<file path="config.mk">
export PLATFORM = sky130hd
export DESIGN_NAME = lfsr_predict_core
export DESIGN_NICKNAME = d
export VERILOG_FILES = /design/src/rtl/lfsr_stream_checker_pkg.sv /design/src/rtl/lfsr_predict_core.sv
export SDC_FILE = /design/constraint.sdc
export NUM_CORES = 1
export LEC_CHECK = 0
export ABC_AREA = 1
export CORE_AREA = 5 5 42 44
export CTS_BUF_LIST = sky130_fd_sc_hd__clkbuf_4
export DETAILED_ROUTE_END_ITERATION = 12
export DIE_AREA = 0 0 47 49
export DONT_BUFFER_PORTS = 1
export GPL_ROUTABILITY_DRIVEN = 0
export GPL_TIMING_DRIVEN = 0
export PLACE_DENSITY = 0.42
export SLEW_MARGIN = 10
export SYNTH_ARGS = -nofsm -noshare
export SYNTH_HDL_FRONTEND = slang
export SYNTH_SLANG_ARGS = --single-unit
</file>
<file path="constraint.sdc">
create_clock -name clock -period 1.13 [get_ports clock]
set_clock_uncertainty 0.2 [all_clocks]
set_input_delay 0.0565 -clock clock [delete_from_list [all_inputs] [get_ports clock]]
set_output_delay 0.0565 -clock clock [all_outputs]
set_load 0.1 [all_outputs]
</file>
<file path="src/rtl/lfsr_stream_checker_pkg.sv">
// Shared definitions for the Fibonacci LFSR generator and its stream checker.
// Both ends take WIDTH/TAPS defaults from here so their polynomials cannot drift apart.
package lfsr_stream_checker_pkg;

  typedef enum logic {
    SEED  = 1'b0,
    CHECK = 1'b1
  } chk_state_e;

  localparam int LFSR_WIDTH = 5;
  localparam logic [LFSR_WIDTH-1:0] LFSR_TAPS = 5'b11101;

  // Feedback bit of a Fibonacci LFSR; callers zero-extend to 32 bits.
  function automatic logic lfsr_next_bit(input logic [31:0] sreg, input logic [31:0] taps);
    return ^(sreg & taps);
  endfunction

endpackage

</file>
<file path="src/rtl/lfsr_predict_core.sv">
// LFSR shift register with parallel XOR predictor. Shifts in either an external
// bit (seeding / generator load) or its own predicted bit (free-running).
module lfsr_predict_core
  import lfsr_stream_checker_pkg::*;
#(
  parameter int                WIDTH = LFSR_WIDTH,
  parameter logic [WIDTH-1:0]  TAPS  = LFSR_TAPS
) (
  input  logic             clock,
  input  logic             reset,
  input  logic             clear_i,
  input  logic             en_i,
  input  logic             sel_pred_i,
  input  logic             bit_i,
  output logic             pred_o,
  output logic [WIDTH-1:0] next_o
);

  logic [WIDTH-1:0] sreg_q;
  logic [WIDTH-1:0] sreg_d;

  assign pred_o = lfsr_next_bit(32'(sreg_q), 32'(TAPS));
  // next_o is the value the register takes if en_i is high this cycle.
  assign next_o = {sreg_q[WIDTH-2:0], (sel_pred_i ? pred_o : bit_i)};

  always_comb begin
    sreg_d = sreg_q;
    if (clear_i) begin
      sreg_d = '0;
    end else if (en_i) begin
      sreg_d = next_o;
    end
  end

  always_ff @(posedge clock or posedge reset) begin
    if (reset) begin
      sreg_q <= '0;
    end else begin
      sreg_q <= sreg_d;
    end
  end

endmodule

</file>
# After elaboration in Yosys (flattened, before gate mapping)
# Index checks and enable logic that the tools add are counted.
# W data, S select, Z words.
dict set report op_classes {
  mux 3
  reduce_logical 2
}
# op n
set op_table {}
lappend op_table {{$reduce_xor A32 Y1} 1}
lappend op_table {{$mux W5} 2}
lappend op_table {{$reduce_bool A2 Y1} 1}
lappend op_table {{$mux W1} 1}
dict set report word_totals {
  reg_bits 5
  word_cells 6
}

# Depth between registers and ports, before layout
dict set report depth {
  depth_word 4
  depth_mapped 7
  ltp_nobuf 7
}

# Worst setup path after synthesis
# OpenSTA, ideal clock, no wires.
dict set report synth_path {
  kind {register to output}
  from {register sreg_q[2]}
  to {output port next_o[0]}
  arrival_time_ps 1475
  path_slack_ps -602
  stages_incl_launch_ff 7
  n_path_buf 0
  path_cell_list {dfrtp_1 nand2_1 inv_1 nor2_1 nand2_2 nand3_2 and2_1}
}
dict set report synth_via {
  elab_chain_len 2
}
# item line
set synth_rtl {}
lappend synth_rtl {{from (decl)} lfsr_predict_core.sv:19} ;# logic [WIDTH-1:0] sreg_q;
lappend synth_rtl {{from (signal assigned)} lfsr_predict_core.sv:39} ;# sreg_q <= sreg_d;
lappend synth_rtl {{$reduce_xor A32 Y1} lfsr_stream_checker_pkg.sv:15} ;# return ^(sreg & taps);
lappend synth_rtl {{$mux W1} lfsr_predict_core.sv:24} ;# assign next_o = {sreg_q[WIDTH-2:0], (sel_pred_i ? pred_o : bit_i)};
lappend synth_rtl {{to (decl)} lfsr_predict_core.sv:16} ;# output logic [WIDTH-1:0] next_o
# Every way passes these cells.

# Final worst setup path
dict set report layout_path {
  from {register sreg_q[3]}
  to {output port next_o[0]}
}
# Same word-level chain as after synthesis.

==> run_results.csv <==
group,metric,value,unit
run_status,status,"complete, but fails checks",
run_status,violations,"hold timing, setup timing",
setup_path,cp_slowest_cell,"dfrtp_2",
floorplan,fp.dieW,47,um
place,placed_area,340,um^2
place,portBuffers,0,
logic_synthesis,muxShareOfSynthArea,0,%
clock_tree,cts_buffer_depth,2,
sta,timing.final.hold_violations,1,
drt,ant_nets,0,
logic_synthesis,synthAdderAreaFrac,0,%
floorplan,ios,12,
drt,via_per_inst,4.36,
clock_tree,cts.sinks,5,
logic_synthesis,postSynthAreaPerCell,7.33,um^2
clock_tree,hold_buffers,5,
clock_tree,clk_latency,250,ps
drt,wl_per_cell,11.5,um
logic_synthesis,synth_nets,49,
global_routing,grt_pass1_vias,356,
drt,vias,349,
logic_synthesis,synth_compound_area_share,7.94,%
finish,largest_reg_flops,5,
finish,fin_nets,71,
global_routing,antenna_found_initial,0,
finish,regMostFlops,"sreg_q",
sta,timing.hold.ws,-91.9,ps
floorplan,die_h,49,um
setup_path,cp_max_fo,4,
logic_synthesis,synth_simple_gate_area_share,28.2,%
setup_path,crit_type,"reg2out",
sta,relSlewSlack,80.7,%
power_and_ir_drop,power_leakage,0.000294,uW
floorplan,initial_utilization,22.5,%
clock_tree,clkTransAtPathRegs,40,ps
sta,rsz0062_at_grt,"yes",
sta,fin_ws,-533,ps
setup_path,end_kind,"output pin",
finish,n_fill_cell,138,
drt,drc,0,
finish,final_cells,80,
power_and_ir_drop,irDropWorstVdd,593,uV
sta,maxSlewViolCount,0,
drt,drt-pass1-iter-count,4,
finish,multiInputGateArea,179,um^2
setup_path,reg2reg_depth,9,
setup_path,max_stage_delay,450,ps
sta,fin_crit,1660,ps
sta,max_slew.worst_pin.slew,291,ps
clock_tree,cts_buffers,3,
sta,fin_tns_setup,-1870,ps
logic_synthesis,synth_cell_types,13,
sta,fmax,601,MHz
setup_path,worstReg2RegStart,"sreg_q[0]$_DFFE_PP0P_",
clock_tree,cts_root_buf,"clkbuf_4",
setup_path,worst_path_most_repeated_cell,"nand2_1",
drt,wl_met1,313,um
clock_tree,cts-htree-levels,1,
power_and_ir_drop,powerDensity,1050,nW/um^2
floorplan,num_rows,14,
finish,syn_to_final_growth,100,%
logic_synthesis,netlist_area,315,um^2
place,hpwl,475,um
floorplan,core-area,1400,um^2
place,dp.cells,59,
global_routing,grt_pass1_wl,1410,um
setup_path,endpoint,"next_o[0]",
setup_path,startpoint_type,"flop",
global_routing,grt_usage,8.77,%
global_routing,grt_max_degree,6,
drt,route.met2.wl,534,um
setup_path,worstPathCellList,"inv_2 -> nand2_1 -> nand2_1 -> nand2_2 -> nand3_2 -> and2_4",
sta,setup_viol,7,
min_path,min_from,"sel_pred_i",
finish,stdcell_area,632,um^2
finish,final_cell_mix,"nand2_1, buf_6, inv_2",
logic_synthesis,synth-seq-cells,5,
sta,finalCritPeriodShare,147,%
setup_path,critical_path.startpoint,"sreg_q[3]$_DFFE_PP0P_",
drt,drtIter0Drc,6,
finish,antenna_cells,0,
logic_synthesis,synth_seq_area_share,39.7,%
setup_path,crit_required,870,ps
floorplan,die_area,2300,um^2
drt,drt_wl_total,920,um
setup_path,worstPathArrival,1410,ps
global_routing,grt_overflow,0,
logic_synthesis,synth_warnings,0,
setup_path,worstReg2RegEnd,"sreg_q[1]$_DFFE_PP0P_",
logic_synthesis,synth_top_family_by_area,"simple AND/OR/NAND/NOR gates",
finish,final-seq-area,128,um^2
drt,dr_wl_met3,52,um
logic_synthesis,synth-xor-area-share,2.78,%
place,dp_slack,-238,ps
logic_synthesis,syn_inst,43,
drt,routed.top_layer,"met4",
setup_path,reg2reg_slack,-460,ps
job,max_cap_violations,0,
min_path,hp-class,"in2reg",
clock_tree,cts_tree,"built",
min_path,hold_depth,4,
finish,layout-drive-gt1-share,64.1,%
finish,reg_top3,"sreg_q: 5 flops",
==> through the flow <==
stage	total power [uW]	utilization [%]
2_1_floorplan	318	-
3_3_place_gp	326	24.3
3_5_place_dp	326	24.3
4_1_cts	647	41.6
5_1_grt	691	45.1
6_report	663	45.1
==> worst min path at each step <==
stage / endpoint
floorplan: sreg_q[0]$_DFFE_PP0P_
global placement: sreg_q[1]$_DFFE_PP0P_
detailed placement: sreg_q[1]$_DFFE_PP0P_
CTS: sreg_q[0]$_DFFE_PP0P_
global route: sreg_q[0]$_DFFE_PP0P_
finish: sreg_q[0]$_DFFE_PP0P_
==> kinds of logic after synthesis <==
group                  after synthesis
flip-flops                           5
AND/OR/NAND/NOR                     19
AO/OA/AOI/OAI                        4
buffers and inverters               14
XOR/XNOR                             1
==> cell usage after synthesis, drive strengths merged <==
library cell  count  share of area, %
nor2              4               4.8
nand2            11                15
dfrtp             5                40
and2              1               2.0
buf               4               9.5
nand3             2               4.8
inv              10                12
xnor2             1               2.8
o22ai             4               7.9
or2               1               2.0
==> critical path: cells and delay by family, from the launching register on <==
kind | cells | cell delay (ps)
simple gates | 5 | 600
flops | 1 | 450
buf+inv | 1 | 100
==> routing by layer <==
metal | GRT usage, % | vias up
met5 | 0 | -
met4 | 7.37 | 0
met3 | 2.21 | 2
met2 | 13.8 | 14
met1 | 9.13 | 166
li1 | - | 167
==> power by group <==
group / total, uW / switching (uW) / internal [uW] / leakage [uW]
logic: 233 / 138 / 95.0 / 0.000210
clock network: 239 / 81.0 / 158 / 0.0000184
registers: 192 / 7.10 / 185 / 0.0000659
==> layout make-up <==
class | instances | area share (%)
multi-input cells | 24 | 28.3
plain buffers | 4 | 11.3
inverters | 10 | 5.94
repair buffers | 17 | 26.3
well taps | 16 | 3.17
clock buffers | 4 | 4.75
flip-flops and latches | 5 | 20.2
==> repair_timing <==
item / 4_1_cts / 5_1_grt
gates resized for setup: 19 / 16
cloned: 0 / 0
setup endpoints to repair: 7 / 13
pin swaps: 6 / 2
endpoints found under the hold margin: 10 / 1
setup buffers: 11 / 2
Power figures use the tool's default switching activity.
